$ cat config.mk
export PLATFORM = sky130hd
export DESIGN_NAME = can_tx_framer
export DESIGN_NICKNAME = d
export VERILOG_FILES = /design/src/rtl/can_tx_framer.sv
export SDC_FILE = /design/constraint.sdc
export NUM_CORES = 1
export LEC_CHECK = 0
export CORE_MARGIN = 8
export CORE_UTILIZATION = 33
export CTS_BUF_LIST = sky130_fd_sc_hd__clkbuf_16
export CTS_CLUSTER_SIZE = 28
export DETAILED_ROUTE_END_ITERATION = 8
export GPL_ROUTABILITY_DRIVEN = 0
export PLACE_DENSITY_LB_ADDON = 0.25
export SETUP_SLACK_MARGIN = 0.05
export SLEW_MARGIN = 10
export SYNTH_ARGS = -nofsm -noshare
export SYNTH_HDL_FRONTEND = slang
export SYNTH_SLANG_ARGS = --single-unit
$ cat constraint.sdc
create_clock -name clk -period 4.7 [get_ports clk]
set_input_delay 1.41 -clock clk [delete_from_list [all_inputs] [get_ports clk]]
set_output_delay 1.41 -clock clk [all_outputs]
set_load 0.02 [all_outputs]
$ cat src/rtl/can_tx_framer.sv
// CAN 2.0A base-frame transmitter: one bit per clk, with bit stuffing, CRC-15,
// arbitration and bit monitoring, and an ACK-slot check.
module can_tx_framer #(
  parameter int IFS_BITS = 3,
  parameter int EOF_BITS = 7
) (
  input  logic        clk,
  input  logic        rst,
  input  logic        txValid,
  output logic        txReady,
  input  logic [10:0] txId,
  input  logic        txRtr,
  input  logic [3:0]  txDlc,
  input  logic [63:0] txPayload,
  output logic        canTx,
  input  logic        canRx,
  output logic        busy,
  output logic        txDone,
  output logic        ackErr,
  output logic        arbLost,
  output logic        bitErr
);

  // state  | meaning
  // IDLE   | no frame in progress, txReady high
  // ARB    | SOF, identifier, RTR; recessive bits watched for arbitration loss
  // CTRL   | IDE, r0, DLC
  // DATA   | payload bits, byte0 MSB first
  // CRC    | CRC-15 sequence, plus a trailing stuff bit when one is due
  // CRCDEL | CRC delimiter
  // ACK    | ACK slot, bus sampled for a dominant acknowledge
  // ACKDEL | ACK delimiter
  // EOF    | end of frame, EOF_BITS recessive bits
  // IFS    | intermission, IFS_BITS recessive bits; result pulsed on the last
  typedef enum logic [3:0] {
    IDLE,
    ARB,
    CTRL,
    DATA,
    CRC,
    CRCDEL,
    ACK,
    ACKDEL,
    EOF,
    IFS
  } state_t;

  localparam logic [7:0]  EOF_TC   = 8'(EOF_BITS - 1);
  localparam logic [7:0]  IFS_TC   = 8'(IFS_BITS - 1);
  localparam logic [14:0] CRC_POLY = 15'h4599;

  state_t      state;
  state_t      stateNext;
  logic [7:0]  bitCnt;
  logic [7:0]  bitCntNext;
  logic [10:0] idReg;
  logic        rtrReg;
  logic [3:0]  dlcReg;
  logic [63:0] dataReg;
  logic [63:0] dataNext;
  logic [14:0] crcReg;
  logic [14:0] crcNext;
  logic [2:0]  runLen;
  logic [2:0]  runLenNext;
  logic        lastBit;
  logic        lastBitNext;
  logic        crcTail;
  logic        crcTailNext;
  logic        ackSeen;
  logic        ackSeenNext;

  logic        accept;
  logic        stuffZone;
  logic        stuffNow;
  logic        fieldBit;
  logic        txBit;
  logic [2:0]  runStep;
  logic [14:0] crcStep;
  logic [12:0] arbVec;
  logic [5:0]  ctrlVec;
  logic [3:0]  nBytes;
  logic [7:0]  dataTc;
  logic        arbHit;
  logic        bitHit;
  logic        lastIfs;

  assign arbVec  = {1'b0, idReg, rtrReg};
  assign ctrlVec = {2'b00, dlcReg};
  assign nBytes  = rtrReg ? 4'd0 : ((dlcReg > 4'd8) ? 4'd8 : dlcReg);
  assign dataTc  = {1'b0, nBytes, 3'b000} - 8'd1;

  assign accept    = txValid && txReady && !rst;
  assign stuffZone = state inside {ARB, CTRL, DATA, CRC};
  assign stuffNow  = (runLen == 3'd5);

  always_comb begin
    fieldBit = 1'b1;
    unique case (state)
      ARB:     fieldBit = arbVec[bitCnt[3:0]];
      CTRL:    fieldBit = ctrlVec[bitCnt[2:0]];
      DATA:    fieldBit = dataReg[63];
      CRC:     fieldBit = crcReg[bitCnt[3:0]];
      default: fieldBit = 1'b1;
    endcase
  end

  // A stuff bit replaces the field bit for one cycle; field counters hold.
  assign txBit   = stuffNow ? ~lastBit : fieldBit;
  assign runStep = (txBit == lastBit) ? runLen + 3'd1 : 3'd1;
  assign crcStep = {crcReg[13:0], 1'b0} ^ ((crcReg[14] ^ fieldBit) ? CRC_POLY : 15'h0000);

  assign arbHit  = (state == ARB) && txBit && !canRx;
  assign bitHit  = (state inside {CTRL, DATA, CRC}) && (canRx != txBit);
  assign lastIfs = (state == IFS) && (bitCnt == 8'd0);

  assign busy    = (state != IDLE) && !rst;
  assign txReady = !busy;
  assign canTx   = (rst || !stuffZone) ? 1'b1 : txBit;
  assign arbLost = arbHit && !rst;
  assign bitErr  = bitHit && !rst;
  assign txDone  = lastIfs && ackSeen && !rst;
  assign ackErr  = lastIfs && !ackSeen && !rst;

  always_comb begin
    stateNext   = state;
    bitCntNext  = bitCnt;
    dataNext    = dataReg;
    crcNext     = crcReg;
    runLenNext  = runLen;
    lastBitNext = lastBit;
    crcTailNext = crcTail;
    ackSeenNext = ackSeen;

    if (stuffZone) begin
      runLenNext  = runStep;
      lastBitNext = txBit;
      if (!stuffNow) begin
        bitCntNext = bitCnt - 8'd1;
        if (state != CRC) begin
          crcNext = crcStep;
        end
        if (state == DATA) begin
          dataNext = {dataReg[62:0], 1'b0};
        end
      end
    end

    unique case (state)
      IDLE: begin
        if (accept) begin
          stateNext   = ARB;
          bitCntNext  = 8'd12;
          dataNext    = txPayload;
          crcNext     = 15'h0000;
          runLenNext  = 3'd0;
          lastBitNext = 1'b1;
          crcTailNext = 1'b0;
          ackSeenNext = 1'b0;
        end
      end
      ARB: begin
        if (arbHit) begin
          stateNext = IDLE;
        end else if (!stuffNow && bitCnt == 8'd0) begin
          stateNext  = CTRL;
          bitCntNext = 8'd5;
        end
      end
      CTRL: begin
        if (bitHit) begin
          stateNext = IDLE;
        end else if (!stuffNow && bitCnt == 8'd0) begin
          if (nBytes == 4'd0) begin
            stateNext  = CRC;
            bitCntNext = 8'd14;
          end else begin
            stateNext  = DATA;
            bitCntNext = dataTc;
          end
        end
      end
      DATA: begin
        if (bitHit) begin
          stateNext = IDLE;
        end else if (!stuffNow && bitCnt == 8'd0) begin
          stateNext  = CRC;
          bitCntNext = 8'd14;
        end
      end
      CRC: begin
        // A run completed by the last CRC bit still earns its stuff bit.
        if (bitHit) begin
          stateNext = IDLE;
        end else if (stuffNow) begin
          if (crcTail) begin
            stateNext = CRCDEL;
          end
        end else if (bitCnt == 8'd0) begin
          if (runStep == 3'd5) begin
            crcTailNext = 1'b1;
          end else begin
            stateNext = CRCDEL;
          end
        end
      end
      CRCDEL: stateNext = ACK;
      ACK: begin
        ackSeenNext = !canRx;
        stateNext   = ACKDEL;
      end
      ACKDEL: begin
        stateNext  = EOF;
        bitCntNext = EOF_TC;
      end
      EOF: begin
        if (bitCnt == 8'd0) begin
          stateNext  = IFS;
          bitCntNext = IFS_TC;
        end else begin
          bitCntNext = bitCnt - 8'd1;
        end
      end
      IFS: begin
        if (bitCnt == 8'd0) begin
          stateNext = IDLE;
        end else begin
          bitCntNext = bitCnt - 8'd1;
        end
      end
      default: stateNext = IDLE;
    endcase
  end

  always_ff @(posedge clk) begin
    if (rst) begin
      state   <= IDLE;
      bitCnt  <= 8'd0;
      dataReg <= 64'h0;
      crcReg  <= 15'h0000;
      runLen  <= 3'd0;
      lastBit <= 1'b1;
      crcTail <= 1'b0;
      ackSeen <= 1'b0;
      idReg   <= 11'h000;
      rtrReg  <= 1'b0;
      dlcReg  <= 4'd0;
    end else begin
      state   <= stateNext;
      bitCnt  <= bitCntNext;
      dataReg <= dataNext;
      crcReg  <= crcNext;
      runLen  <= runLenNext;
      lastBit <= lastBitNext;
      crcTail <= crcTailNext;
      ackSeen <= ackSeenNext;
      if (accept) begin
        idReg  <= txId;
        rtrReg <= txRtr;
        dlcReg <= txDlc;
      end
    end
  end

endmodule

# After elaboration in Yosys (flattened, before gate mapping)
# Index checks and enable logic that the tools add are counted.
[op_classes]
n_lt_le_gt_ge = 3
n_bitwise = 3
n_reduce_logical = 32
n_eq_ne = 27
addsub = 3
mux = 65
[ops]
columns = ["op", "n"]
rows = [
  ["$mux W64", 5],
  ["$mux W8", 12],
  ["$mux W15", 6],
  ["$mux W4", 16],
  ["$pmux W8 S7", 1],
  ["$pmux W4 S10", 1],
  ["$eq A4 B3 Y1 const B", 4],
  ["$mux W3", 5],
  ["$xor A15 B15 Y15", 1],
  ["$logic_and A1 B1 Y1", 14],
  ["$mux W1", 13],
  ["$ne A3 B2 Y1 const B", 3],
  ["$reduce_and A9 Y1", 1],
  ["$bmux W1 S4", 2],
  ["$eq A4 B2 Y1 const B", 2],
  ["$eq A4 B4 Y1 const B", 2],
  ["$logic_not A4 Y1", 2],
  ["$logic_not A8 Y1", 1],
  ["$ne A2 B2 Y1 const B", 4],
  ["$ne A4 B3 Y1 const B", 2],
  ["$ne A4 B4 Y1 const B", 2],
  ["$reduce_bool A4 Y1", 2],
  ["$sub A7 B1 Y8 const B", 1],
  ["$sub A8 B1 Y8 const B", 1],
  ["other kinds (20)", 30],
]
[word_totals]
register_bits = 113
in_bits = 84
wordCells = 144
output_inout_bits = 7

# Longest topological paths before layout
[depth]
word_depth = 12
mapped_depth = 13

# Worst setup path after synthesis
# Ideal clock, no wire load.
[synth_path]
path_kind = "reg2out"
startpoint = "register state[2]"
endpoint = "output bitErr"
required_ns = 3.290
stages_incl_launch_ff = 9
arrival_ns = 2.519
setup_slack_ns = 0.771
path_buffers = 2
path_cell_list = "dfxtp_1 buf_6 or4b_4 buf_6 o41ai_2 and2_4 o31ai_4 xnor2_4 a211oi_1"
[synth_via]
elab_chain_cells = 6
[synth_lines]
columns = ["item", "line_no", "source"]
rows = [
  ["from (decl)", "52", "state_t state;"],
  ["from (signal assigned)", "248", "state <= stateNext;"],
  ["$eq A4 B3 Y1 (tied with other cells)", "98, 113", ""],
  ["$pmux W1 S4", "98", "unique case (state)"],
  ["$mux W1", "108", "assign txBit = stuffNow ? ~lastBit : fieldBit;"],
  ["$ne A1 B1 Y1", "113", "assign bitHit = (state inside {CTRL, DATA, CRC}) && (canRx != txBit);"],
  ["$logic_and A1 B1 Y1 *", "113", ""],
  ["$logic_and A1 B1 Y1 *", "120", "assign bitErr = bitHit && !rst;"],
  ["to (decl)", "21", "output logic bitErr"],
]
# Every way passes the cells marked *; elsewhere a longest branch is shown, timed or not.

# Worst setup path in the final report
[layout_path]
startpoint = "register bitCnt[0]"
endpoint = "output txDone"
[layout_via]
elab_chain_cells = 4
[layout_lines]
columns = ["item", "line_no", "source"]
rows = [
  ["from (decl)", "54", "logic [7:0] bitCnt;"],
  ["from (signal assigned)", "249", "bitCnt <= bitCntNext;"],
  ["$logic_not A8 Y1", "114", "assign lastIfs = (state == IFS) && (bitCnt == 8'd0);"],
  ["$logic_and A1 B1 Y1", "114", ""],
  ["$logic_and A1 B1 Y1 (2 in series)", "121", "assign txDone = lastIfs && ackSeen && !rst;"],
  ["to (decl)", "18", "output logic txDone,"],
]
# No other way between the ends.

==> metrics.md <==
| Metric | Value |
|---|---|
| Gr ovfl total | 0 |
| Number of synthesized flops with an enable pin | 0 |
| WL/cell | 15.6 um |
| Clock slew at reported path FFs | 0.05 ns |
| Post-route DRC | 0 |
| FMAX | 225 MHz |
| Mux cell area share after synthesis | 13.4% |
| Synthesized-area fraction occupied by adder cells | 1.06% |
| Share of the synthesized area in the top cell type | 38.3% |
| Post-synth ARST share | 0% |
| CTS Buffer Depth | 2 |
| Peak supply drop | 0.000281 V |
| RR Startpoint | bitCnt[0] |
| # IOs | 91 |
| Final Cycle Share | 94.8% |
| Sequential element share of the synthesized area | 38.3% |
| Synth cell types | 68 |
| GRT Overall Usage | 14.6% |
| Layout area overhead | 29.8% |
| ANT nets after route | 0 |
| Vias in the first global route | 5,213 |
| Skew-Pair Late Insertion Delay | 0.41 ns |
| Initial Utilization | 33.2% |
| Worst setup endpoint | txDone |
| Most frequent cells in the layout | nand2_1, dfxtp_1, o21ai_0, clkdlybuf4s50_1, mux2i_1 |
| Initial DRC Count | 279 |
| Largest cells by area after synthesis | dfxtp_1, mux2i_1, nand2_1, o21ai_0, clkbuf_1 |
| Worst-Margin Slew | 0.786 ns |
| Area leader, netlist | dfxtp_1 |
| Maxcap violations | 0 |
| WL final | 16,200 um |
| Worst hold margin | 0.457 ns |
| HPWL Detailed | 11,600 um |
| CTS tree | yes |
| Die area | 0.0224 sq mm |
| Clock sinks | 113 |
| CP startpoint | bitCnt[0] |
| Commonest non-fill, non-tap cell in the layout | nand2_1 |
| Detailed Routing Iterations Pass 1 | 4 |
| Cells after synthesis | 718 |
| Final Critical Period | 4.45 ns |
| Ys Warns | 0 |
| Root buffer cell | clkbuf_16 |
| Fin. Hold Viols | 0 |
| Worst r2r path cells | 11 |
| Core box area | 0.0178 sq mm |
| Crit path DAT | 3.04 ns |
| Reg2Reg Setup Slack | 1.28 ns |
| Die width | 150 um |
| Max-slew violation count | 0 |
| Final setup fails | 0 |
| Max transition margin | 47.5% |
| Compound-Gate Fraction of Synth Area | 18.6% |
| Static leakage | 0.00319 uW |
| Crit path max fanout | 12 |
| Fraction of layout cells with a size suffix above 1 | 9.12% |
| Status | complete, no violations |
| Htree depth | 4 |
| CP required | 3.29 ns |
| Largest net degree at the start of global routing | 97 |
| Synth Register Bits | 113 |
| Hold WC Path Type | register to register |
| Reg-to-Reg End | state[1] |
| Setup Skew | 0.0102 ns |
| Worst setup SP type | register |
| Num CTS Buffers | 17 |
| Post-Syn Area | 0.00591 sq mm |
| Setup TNS | 0 ns |
| Mean Syn Cell Area | 8.23 sq um |
| Vias per Instance | 5.10 |
| Pwr/cell area | 416 mW/mm^2 |
| First-pass GRT wire length | 26,200 um |
| Syn nets | 807 |
| Main combinational cell family by area after synthesis | simple AND/OR/NAND/NOR gates |
| Main synth FF type | dfxtp_1 |
| Post-Synth Simple-Gate Area | 21.1% |
| CP endpoint kind | output port |
| Nets | 889 |
| IO Port Bufs | 90 |
| # rows | 49 |
| Antenna Cells | 0 |
| Unrepaired setup endpoints after global routing | false |
| Crit Path Category | register to output port |
| Post-Synth XOR/XNOR Area | 2.86% |
| Routed via count | 5,307 |
| Die Ht | 150 um |
| Initial antenna violation count | 0 |
-- report_power, final --
part	total, uW	switching, uW	internal [uW]	leakage, uW
combinational	778	432	346	0.00198
sequential	1150	88.3	1060	0.000929
clock	1260	442	817	0.000282
-- flip-flops by register name (all words and copies together), names as in the netlist --
name,flops
bitCnt,8
idReg,11
dataReg,64
lastBit,1
crcReg,15
state,4
runLen,3
rtrReg,1
ackSeen,1
crcTail,1
dlcReg,4
-- critical path, cell delays in order (launching register included) --
cell	delay, ns
dfxtp_2	0.39
inv_1	0.19
ha_1	0.27
or3b_1	0.42
nor4_2	0.32
nand4b_1	0.20
nor3b_1	0.22
clkdlybuf4s50_1	0.63
-- cell type report --
| cell class | count | area [sq um] |
|---|---|---|
| Clock buffer | 17 | 425 |
| Tap cell | 229 | 287 |
| Multi-Input combinational cell | 542 | 3390 |
| Fill cell | 1811 | 10100 |
| Timing Repair Buffer | 112 | 1090 |
| Inverter | 14 | 52.6 |
| Sequential cell | 113 | 2270 |
| Clock inverter | 13 | 148 |
-- synth_stat cells, drive strengths merged (5+ instances only) --
cell type / number
nand2: 149
dfxtp: 113
o21ai: 94
mux2i: 69
clkbuf: 37
nor2: 35
a21oi: 25
nand3: 20
nor3: 14
a211oi: 13
inv: 13
buf: 12
xnor2: 10
nor4: 8
a31oi: 7
and3: 7
and2: 5
ha: 5
nor3b: 5
o31ai: 5
xor2: 5
-- cells by family after synthesis --
kind of cell,Yosys count
buf+inv,63
mux,74
xor+xnor,15
fa+ha+maj,5
simple gates,269
compound gates,179
flops,113
-- how the worst min path moves through the flow --
| stage | slack (ns) | cells after the start | endpoint | from |
|---|---|---|---|---|
| global route | 0.49 | 2 | crcTail | crcTail |
| finish | 0.46 | 2 | crcTail | crcTail |
| CTS | 0.46 | 2 | crcTail | crcTail |
| floorplan | 0.42 | 2 | crcTail | crcTail |
| global placement | 0.44 | 2 | crcTail | crcTail |
| detailed placement | 0.44 | 2 | crcTail | crcTail |
-- routing by layer --
layer / share of wire [%] / wire (um) / up-vias / global-route usage [%]
li1: - / - / 2725 / -
met1: 46 / 7400 / 2418 / 18.3
met2: 45 / 7260 / 151 / 22.1
met3: 8.5 / 1380 / 13 / 6.20
met4: 1.2 / 195 / 0 / 5.15
met5: 0 / 0 / - / 0
-- timing repair --
| item | CTS | global route |
|---|---|---|
| setup buffers | 1 | 1 |
| pin swaps | 1 | 1 |
| hold buffers | 0 | 0 |
| setup endpoints to repair | 4 | 1 |
| gates resized for setup | 6 | 1 |
-- stage by stage --
step / util, % / area (sq um) / instances / setup slack (ns) / power [uW]
after global routing: 43.1 / 7660 / 1040 / 0.0957 / 3350
after global placement: 39.7 / 7060 / 1008 / 0.287 / 1930
final: 43.1 / 7660 / 1040 / 0.247 / 3190
after detailed placement: 39.7 / 7060 / 1008 / 0.259 / 1930
after CTS: 43.0 / 7650 / 1039 / 0.111 / 3210
after floorplan: - / 5910 / 718 / 0.771 / 1680
No activity file was read; power rests on OpenSTA's default activity.
